<file path="src/rtl/memory_arbiter.sv">
// Two-port arbiter sharing one memory command channel between a read-only fetch
// requester (I) and a load/store requester (D), with one read outstanding at most.
module memory_arbiter #(
  parameter int STARVE_LIMIT = 4
) (
  input  logic        clk,
  input  logic        rst_n,
  input  logic        i_cmd_start,
  input  logic [31:0] i_addr,
  output logic        i_cmd_ready,
  output logic [31:0] i_rdata,
  output logic        i_rdata_valid,
  input  logic        d_cmd_start,
  input  logic        d_cmd_write,
  input  logic [31:0] d_addr,
  input  logic [31:0] d_wdata,
  input  logic [31:0] d_wmask,
  output logic        d_cmd_ready,
  output logic [31:0] d_rdata,
  output logic        d_rdata_valid,
  output logic        mem_cmd_start,
  output logic        mem_cmd_write,
  output logic [31:0] mem_addr,
  output logic [31:0] mem_wdata,
  output logic [31:0] mem_wmask,
  input  logic        mem_cmd_ready,
  input  logic [31:0] mem_rdata,
  input  logic        mem_rdata_valid
);

  localparam logic [3:0]  LP_LIMIT = 4'(STARVE_LIMIT);
  localparam logic [31:0] LP_ONES  = 32'hffff_ffff;
  localparam logic        OWN_I    = 1'b0;
  localparam logic        OWN_D    = 1'b1;

  typedef enum logic [0:0] {
    ST_IDLE        = 1'b0,
    ST_WAIT_RVALID = 1'b1
  } state_t;

  state_t      r_state;
  state_t      w_state_nxt;
  logic        r_owner;
  logic [3:0]  r_starve_cnt;

  logic        w_grant_i;
  logic        w_grant_d;
  logic        w_issue_ok;
  logic        w_i_acc;
  logic        w_d_acc;
  logic        w_d_read_acc;

  // Arbitration: D wins ties until I has been passed over STARVE_LIMIT times.
  always_comb begin
    w_grant_i = 1'b0;
    w_grant_d = 1'b0;
    if (i_cmd_start && d_cmd_start) begin
      if (r_starve_cnt >= LP_LIMIT) begin
        w_grant_i = 1'b1;
      end else begin
        w_grant_d = 1'b1;
      end
    end else if (i_cmd_start) begin
      w_grant_i = 1'b1;
    end else if (d_cmd_start) begin
      w_grant_d = 1'b1;
    end else begin
      w_grant_i = 1'b0;
      w_grant_d = 1'b0;
    end
  end

  // rst_n gates issue so nothing leaks onto the memory bus while reset is held.
  assign w_issue_ok   = (r_state == ST_IDLE) && rst_n;
  assign w_i_acc      = w_issue_ok && w_grant_i && mem_cmd_ready;
  assign w_d_acc      = w_issue_ok && w_grant_d && mem_cmd_ready;
  assign w_d_read_acc = w_d_acc && !d_cmd_write;

  // Read data is broadcast; only the valid strobe is steered to the owner.
  assign i_rdata = mem_rdata;
  assign d_rdata = mem_rdata;

  // State register.
  always_ff @(posedge clk or negedge rst_n) begin
    if (!rst_n) begin
      r_state <= ST_IDLE;
    end else begin
      r_state <= w_state_nxt;
    end
  end

  // Next-state logic: reads park the FSM until their data returns.
  always_comb begin
    w_state_nxt = r_state;
    case (r_state)
      ST_IDLE: begin
        if (w_i_acc || w_d_read_acc) begin
          w_state_nxt = ST_WAIT_RVALID;
        end else begin
          w_state_nxt = ST_IDLE;
        end
      end
      ST_WAIT_RVALID: begin
        if (mem_rdata_valid) begin
          w_state_nxt = ST_IDLE;
        end else begin
          w_state_nxt = ST_WAIT_RVALID;
        end
      end
      default: begin
        w_state_nxt = ST_IDLE;
      end
    endcase
  end

  // Output logic: command mux in IDLE, response steering in WAIT_RVALID.
  always_comb begin
    mem_cmd_start = 1'b0;
    mem_cmd_write = 1'b0;
    mem_addr      = LP_ONES;
    mem_wdata     = LP_ONES;
    mem_wmask     = LP_ONES;
    i_cmd_ready   = 1'b0;
    d_cmd_ready   = 1'b0;
    i_rdata_valid = 1'b0;
    d_rdata_valid = 1'b0;
    case (r_state)
      ST_IDLE: begin
        if (rst_n) begin
          mem_cmd_start = i_cmd_start | d_cmd_start;
          i_cmd_ready   = w_grant_i & mem_cmd_ready;
          d_cmd_ready   = w_grant_d & mem_cmd_ready;
          if (w_grant_d) begin
            mem_cmd_write = d_cmd_write;
            mem_addr      = d_addr;
            mem_wdata     = d_wdata;
            mem_wmask     = d_wmask;
          end else if (w_grant_i) begin
            mem_addr      = i_addr;
          end else begin
            mem_addr      = LP_ONES;
          end
        end else begin
          mem_cmd_start = 1'b0;
        end
      end
      ST_WAIT_RVALID: begin
        if (mem_rdata_valid) begin
          i_rdata_valid = (r_owner == OWN_I);
          d_rdata_valid = (r_owner == OWN_D);
        end else begin
          i_rdata_valid = 1'b0;
          d_rdata_valid = 1'b0;
        end
      end
      default: begin
        mem_cmd_start = 1'b0;
      end
    endcase
  end

  // Owner of the outstanding read; writes never need a response.
  always_ff @(posedge clk or negedge rst_n) begin
    if (!rst_n) begin
      r_owner <= OWN_I;
    end else if (w_i_acc) begin
      r_owner <= OWN_I;
    end else if (w_d_read_acc) begin
      r_owner <= OWN_D;
    end else begin
      r_owner <= r_owner;
    end
  end

  // Starvation counter: D wins taken while I waits, loads and stores alike.
  always_ff @(posedge clk or negedge rst_n) begin
    if (!rst_n) begin
      r_starve_cnt <= 4'd0;
    end else if (w_i_acc) begin
      r_starve_cnt <= 4'd0;
    end else if (w_d_acc && i_cmd_start && (r_starve_cnt < LP_LIMIT)) begin
      r_starve_cnt <= r_starve_cnt + 4'd1;
    end else begin
      r_starve_cnt <= r_starve_cnt;
    end
  end

endmodule

</file>
<file path="config.mk">
export PLATFORM = sky130hd
export DESIGN_NAME = memory_arbiter
export DESIGN_NICKNAME = d
export VERILOG_FILES = /design/src/rtl/memory_arbiter.sv
export SDC_FILE = /design/constraint.sdc
export NUM_CORES = 1
export LEC_CHECK = 0
export BUFFER_PORTS_ARGS = -buffer_cell sky130_fd_sc_hd__buf_4
export CAP_MARGIN = 20
export CORE_AREA = 2 2 128 130
export CTS_BUF_LIST = sky130_fd_sc_hd__clkbuf_16
export DETAILED_ROUTE_END_ITERATION = 6
export DIE_AREA = 0 0 130 132
export HOLD_SLACK_MARGIN = 0.12
export PLACE_DENSITY = 0.47
export SLEW_MARGIN = 20
export SYNTH_ARGS = -nofsm -noshare
export SYNTH_HDL_FRONTEND = slang
export SYNTH_SLANG_ARGS = --single-unit
</file>
<file path="constraint.sdc">
create_clock -name clk -period 1.3 [get_ports clk]
set_input_delay 0.195 -clock clk [delete_from_list [all_inputs] [get_ports clk]]
set_output_delay 0.195 -clock clk [all_outputs]
set_load 0.05 [all_outputs]
</file>
# After elaboration in Yosys (flattened, before gate mapping)
# Index checks and enable logic that the tools add are counted.
# totals
in_bits	167
word_cells	61
reg_bits	6
out_inout_bits	166
# classes
magnitude_cmp	2
add_sub_neg	1
bitwise	5
reduce_logical	13
mux	37
# ops
cell	count
$mux W32	10
$mux W1	24
$logic_and A1 B1 Y1	9
$mux W4	2
$add A4 B1 Y4 const B	1
$ge A4 B3 Y1 const B	1
$lt A4 B3 Y1 const B	1
$reduce_bool A2 Y1	2
$and A1 B1 Y1	2
$not A1 Y1	2
$pmux W1 S2	1
$logic_not A1 Y1	1
$logic_or A1 B1 Y1	1
$or A1 B1 Y1	1

# Logic depth before layout (Yosys ltp)
# logic_depth
depth_word	9
depth_mapped	5
ltp_nobuf	3

# Worst setup path after synthesis
# OpenSTA, ideal clock, no wires.
# synth_path
path_type	register to output
startpoint	reg r_starve_cnt[3]
endpoint	out d_cmd_ready
n_path_buf	2
setup_slack_ns	-0.579
arrival_ns	1.684
t_required_ns	1.105
path_stages_with_launch	6
cell_sequence	dfrtp_1 > o21ai_0 > nand3_2 > buf_2 > buf_6 > nor2_1
# synth_via
elab_chain_cells	6
# synth_lines
element	line_no	source
start, declared	44	logic [3:0] r_starve_cnt;
start signal, assigned	182	r_starve_cnt <= r_starve_cnt + 4'd1;
start signal, assigned	184	r_starve_cnt <= r_starve_cnt;
$ge A4 B3 Y1	58	if (r_starve_cnt >= LP_LIMIT) begin
$mux W1	58	
$mux W1	57	if (i_cmd_start && d_cmd_start) begin
$and A1 B1 Y1	132	d_cmd_ready = w_grant_d & mem_cmd_ready;
$mux W1	129	if (rst_n) begin
$mux W1	127	case (r_state)
end, declared	18	output logic d_cmd_ready,
# No other way between the ends.

# Final worst setup path
# layout_path
startpoint	reg r_starve_cnt[2]
endpoint	out mem_wmask[24]
# layout_via
elab_chain_cells	6
# layout_lines
element	line_no	source
$ge A4 B3 Y1	58	
$mux W1	58	
$mux W1	57	
$mux W32	133	if (w_grant_d) begin
$mux W32	129	
$mux W32	127	
end, declared	25	output logic [31:0] mem_wmask,
# No other way between the ends.

==> parameters.txt <==
Parameter                              Value

Die
  Effective utilization at floorplan    0.101
  DIE HEIGHT    about 130 um
  Die Wd    ~130 um
  Core Area    between 15000 and 20000 um^2
  Full die area    17200 um^2
  IO Count    between 300 and 400
  Standard-cell rows    between 40 and 50

GRT
  Most used routing layer    met2
  Met2 layer usage reported by global route    0.183
  Pin count of the biggest net entering global routing    59
  Initial antenna violation count    0
  Fraction of met1 tracks used by global routing    0.0859
  Met3 track demand over resource    0.0248
  Global-route wire length before repair    between 10000 and 15000 um
  Final global-route overflow total    0
  Total track usage    0.0908
  Via count of the first global-routing pass    between 2000 and 2500

Yosys
  Largest area contributor in the netlist    sky130_fd_sc_hd__buf_4
  Cell count after synthesis    approximately 210
  Leading post-synthesis cells by cell area    sky130_fd_sc_hd__buf_4 30%, sky130_fd_sc_hd__or2_2 25%, sky130_fd_sc_hd__o22a_1 18%
  Dominant register cell in the synthesized netlist    sky130_fd_sc_hd__dfrtp_1
  Part of the Yosys area used for sequential elements    0.0949
  FFs w/ async S/R, synth    1.00
  Top cells by count, synth    64 x sky130_fd_sc_hd__buf_4, 64 x sky130_fd_sc_hd__or2_2, 32 x sky130_fd_sc_hd__o22a_1
  Yosys reg bits    6
  Unique masters post-synth    25
  Syn Std Cell Area    1580 um^2
  Post-synthesis area per instance    approximately 7.6 um^2
  Warnings, synthesis    0
  Top cell type's share of synthesized area    0.304
  Number of enable-type register cells in the synthesized netlist    0
  Syn nets    ~380

STA
  Final setup TNS    -55.00 ns
  Final hold violations    0
  RSZ-0062 raised after global routing    yes
  Worst max-slew margin expressed relative to the limit    0.807
  Clock skew after layout    0.00246 ns
  Period utilization    1.46
  Post-layout minimum cycle time    about 1.9 ns
  Highest Clock Rate    around 0.53 GHz
  Final Slew Violations    0
  Worst-case setup margin in the final layout    -0.600 ns
  Final-report setup violation count    around 110
  Slew at the pin closest to its max-slew limit    between 0.2 and 0.3 ns

Drt
  Overall via count from detail_route    about 2200
  Drt via density    approximately 3.6
  Post-detailed-route wirelength per cell    between 15 and 20 um
  Total Wirelength    9840 um
  1st-iter DRT viols    just over 40
  Routed Antenna Nets    0
  # DRC    0
  Number of detailed-routing iterations run before antenna repair    4

Setup path
  Slack of the worst reg-to-reg path    -0.09 ns
  CP Launch Type    flop
  Critical path arrival    between 1.5 and 2 ns
  Cell-by-cell trace of the critical path    o21ai_2 -> nand3_4 -> buf_12 -> clkbuf_16 -> or2_4 -> buf_6
  Critical path peak fanout    20
  End of the worst register-to-register path    r_owner
  Top delay family on crit path    buffers and inverters
  Setup CP Type    flop to output port
  CP bufs+invs    3
  Data required time at the worst endpoint    around 1.1 ns
  Depth of the worst register-to-register path    7
  CP max stage delay    ~0.4 ns
  CP endpoint kind    output port
  Cell type of the slowest stage on the worst timing path    sky130_fd_sc_hd__dfrtp_1
  Worst reg2reg path startpoint    r_state
  Path length in cells of the critical path    6

Clock tree
  Clock tree from TritonCTS    built
  Buffer depth of the longest clock path    2
  Clock Sink Count    6
  CTS Buf Count    3
  Clock transition at the registers of the reported paths    approximately 0.03 ns
  # H-tree levels    1
  CTS root buf    sky130_fd_sc_hd__clkbuf_16
  Clock latency of the later-clocked register in the worst-skew pair    0.23 ns

Place
  Dpl hpwl    between 7000 and 8000 um
  Placer Congestion    roughly 0.81
  Port bufs    roughly 240
  Cell count after placement    between 500 and 600

Status
  Violated checks    negative setup slack
  Run status    finished with violations

Pwr
  Cell leakage power    a little over 2 nW
  Overall power after layout    between 5 and 6 mW
  Power per standard cell area    1120 nW/um^2
  Highest ir drop seen on vdd    338 uV

Min path
  Beginning of the worst hold path    mem_cmd_ready
  Endpoint, Worst Hold    r_owner
  Number of stages on the worst hold path    3
  Worst hold-check path type    input port to flop

Layout
  Fillcell total    1618
  Filler-free cell count of the finished design    between 600 and 700
  # diodes    0
  Area delta synth->final    192%
  Net count reported at finish    570
  Fraction of final layout cells sized beyond drive strength 1    0.943
  Area taken by flip-flops and latches    approximately 150 um^2
  Total area of multi-input combinational cells    1340 um^2

Run
  Total of max-cap violations    0
==> kinds of logic after synthesis <==
family / synth area share
simple gates: 0.319
buf+inv: 0.361
flops: 0.0949
compound gates: 0.217
fa+ha+maj: 0.00790
==> worst min-delay path, cell delays in order <==
cell and delay, ns:
sky130_fd_sc_hd__buf_4 0.13, sky130_fd_sc_hd__a21oi_1 0.15, sky130_fd_sc_hd__a211oi_2 0.06
==> power by group <==
part	total (mW)	switching [mW]	internal, mW
sequential	0.288	0.0503	0.238
combinational	4.41	2.31	2.10
clock	0.494	0.100	0.394
==> what timing repair did <==
action                     CTS  global route
hold buffers                 1             0
pin swaps                    1             5
gates resized for setup     95            94
buffers inserted             3             6
setup endpoints to repair  103           108
gates cloned                 1             6
hold endpoints to repair     6             0
==> layer usage <==
metal / share of wire / routed length [um]
met4: 0.018 / 178
met2: 0.57 / 5600
met3: 0.087 / 861
met1: 0.33 / 3200
met5: 0 / 0
==> sequential cells by signal (all words and copies together), names as in the netlist <==
signal	cells
r_starve_cnt	4
r_owner	1
r_state	1
==> placed cells by master, fill, tap and decap left out, types with 2 or more instances in the layout <==
master / synthesis / layout
sky130_fd_sc_hd__a21o_1: 2 / 2
sky130_fd_sc_hd__or2_2: 64 / 13
sky130_fd_sc_hd__nand3_4: 0 / 2
sky130_fd_sc_hd__nand2_1: 3 / 2
sky130_fd_sc_hd__buf_12: 0 / 4
sky130_fd_sc_hd__dfrtp_1: 6 / 6
sky130_fd_sc_hd__nor2_4: 0 / 5
sky130_fd_sc_hd__clkbuf_16: 0 / 8
sky130_fd_sc_hd__o22a_4: 0 / 31
sky130_fd_sc_hd__buf_8: 0 / 50
sky130_fd_sc_hd__buf_4: 64 / 142
sky130_fd_sc_hd__buf_16: 0 / 2
sky130_fd_sc_hd__inv_1: 3 / 3
sky130_fd_sc_hd__buf_6: 4 / 61
sky130_fd_sc_hd__or2_4: 0 / 51
==> cell type report <==
| cell class | count | area share |
|---|---|---|
| multi-input cells | 123 | 0.290 |
| inverters | 3 | 0.00244 |
| flip-flops and latches | 6 | 0.0325 |
| well taps | 216 | 0.0585 |
| clock buffers | 3 | 0.0162 |
| repair buffers | 265 | 0.600 |
==> worst max-delay path by stage <==
stage	slack, ns	to	from
after global routing	-0.68	mem_wmask[24]	r_starve_cnt[2]
after floorplan	-0.20	mem_addr[0]	r_starve_cnt[3]
after CTS	-0.62	mem_addr[28]	r_starve_cnt[3]
after global placement	-0.37	mem_addr[27]	r_starve_cnt[3]
after detailed placement	-0.42	mem_addr[12]	r_starve_cnt[3]
final	-0.60	mem_wmask[24]	r_starve_cnt[2]
==> through the flow <==
step	worst slack, ns	cell area, um^2	hold WS (ns)	utilization
2_1_floorplan	-0.202	1990	-0.101	-
3_5_place_dp	-0.419	3600	0.116	0.229
5_1_grt	-0.678	4620	0.380	0.294
6_report	-0.600	4620	0.351	0.294
3_3_place_gp	-0.374	3600	0.112	0.229
4_1_cts	-0.618	4100	0.334	0.261
Note: power is estimated with default switching activity, not from simulation.
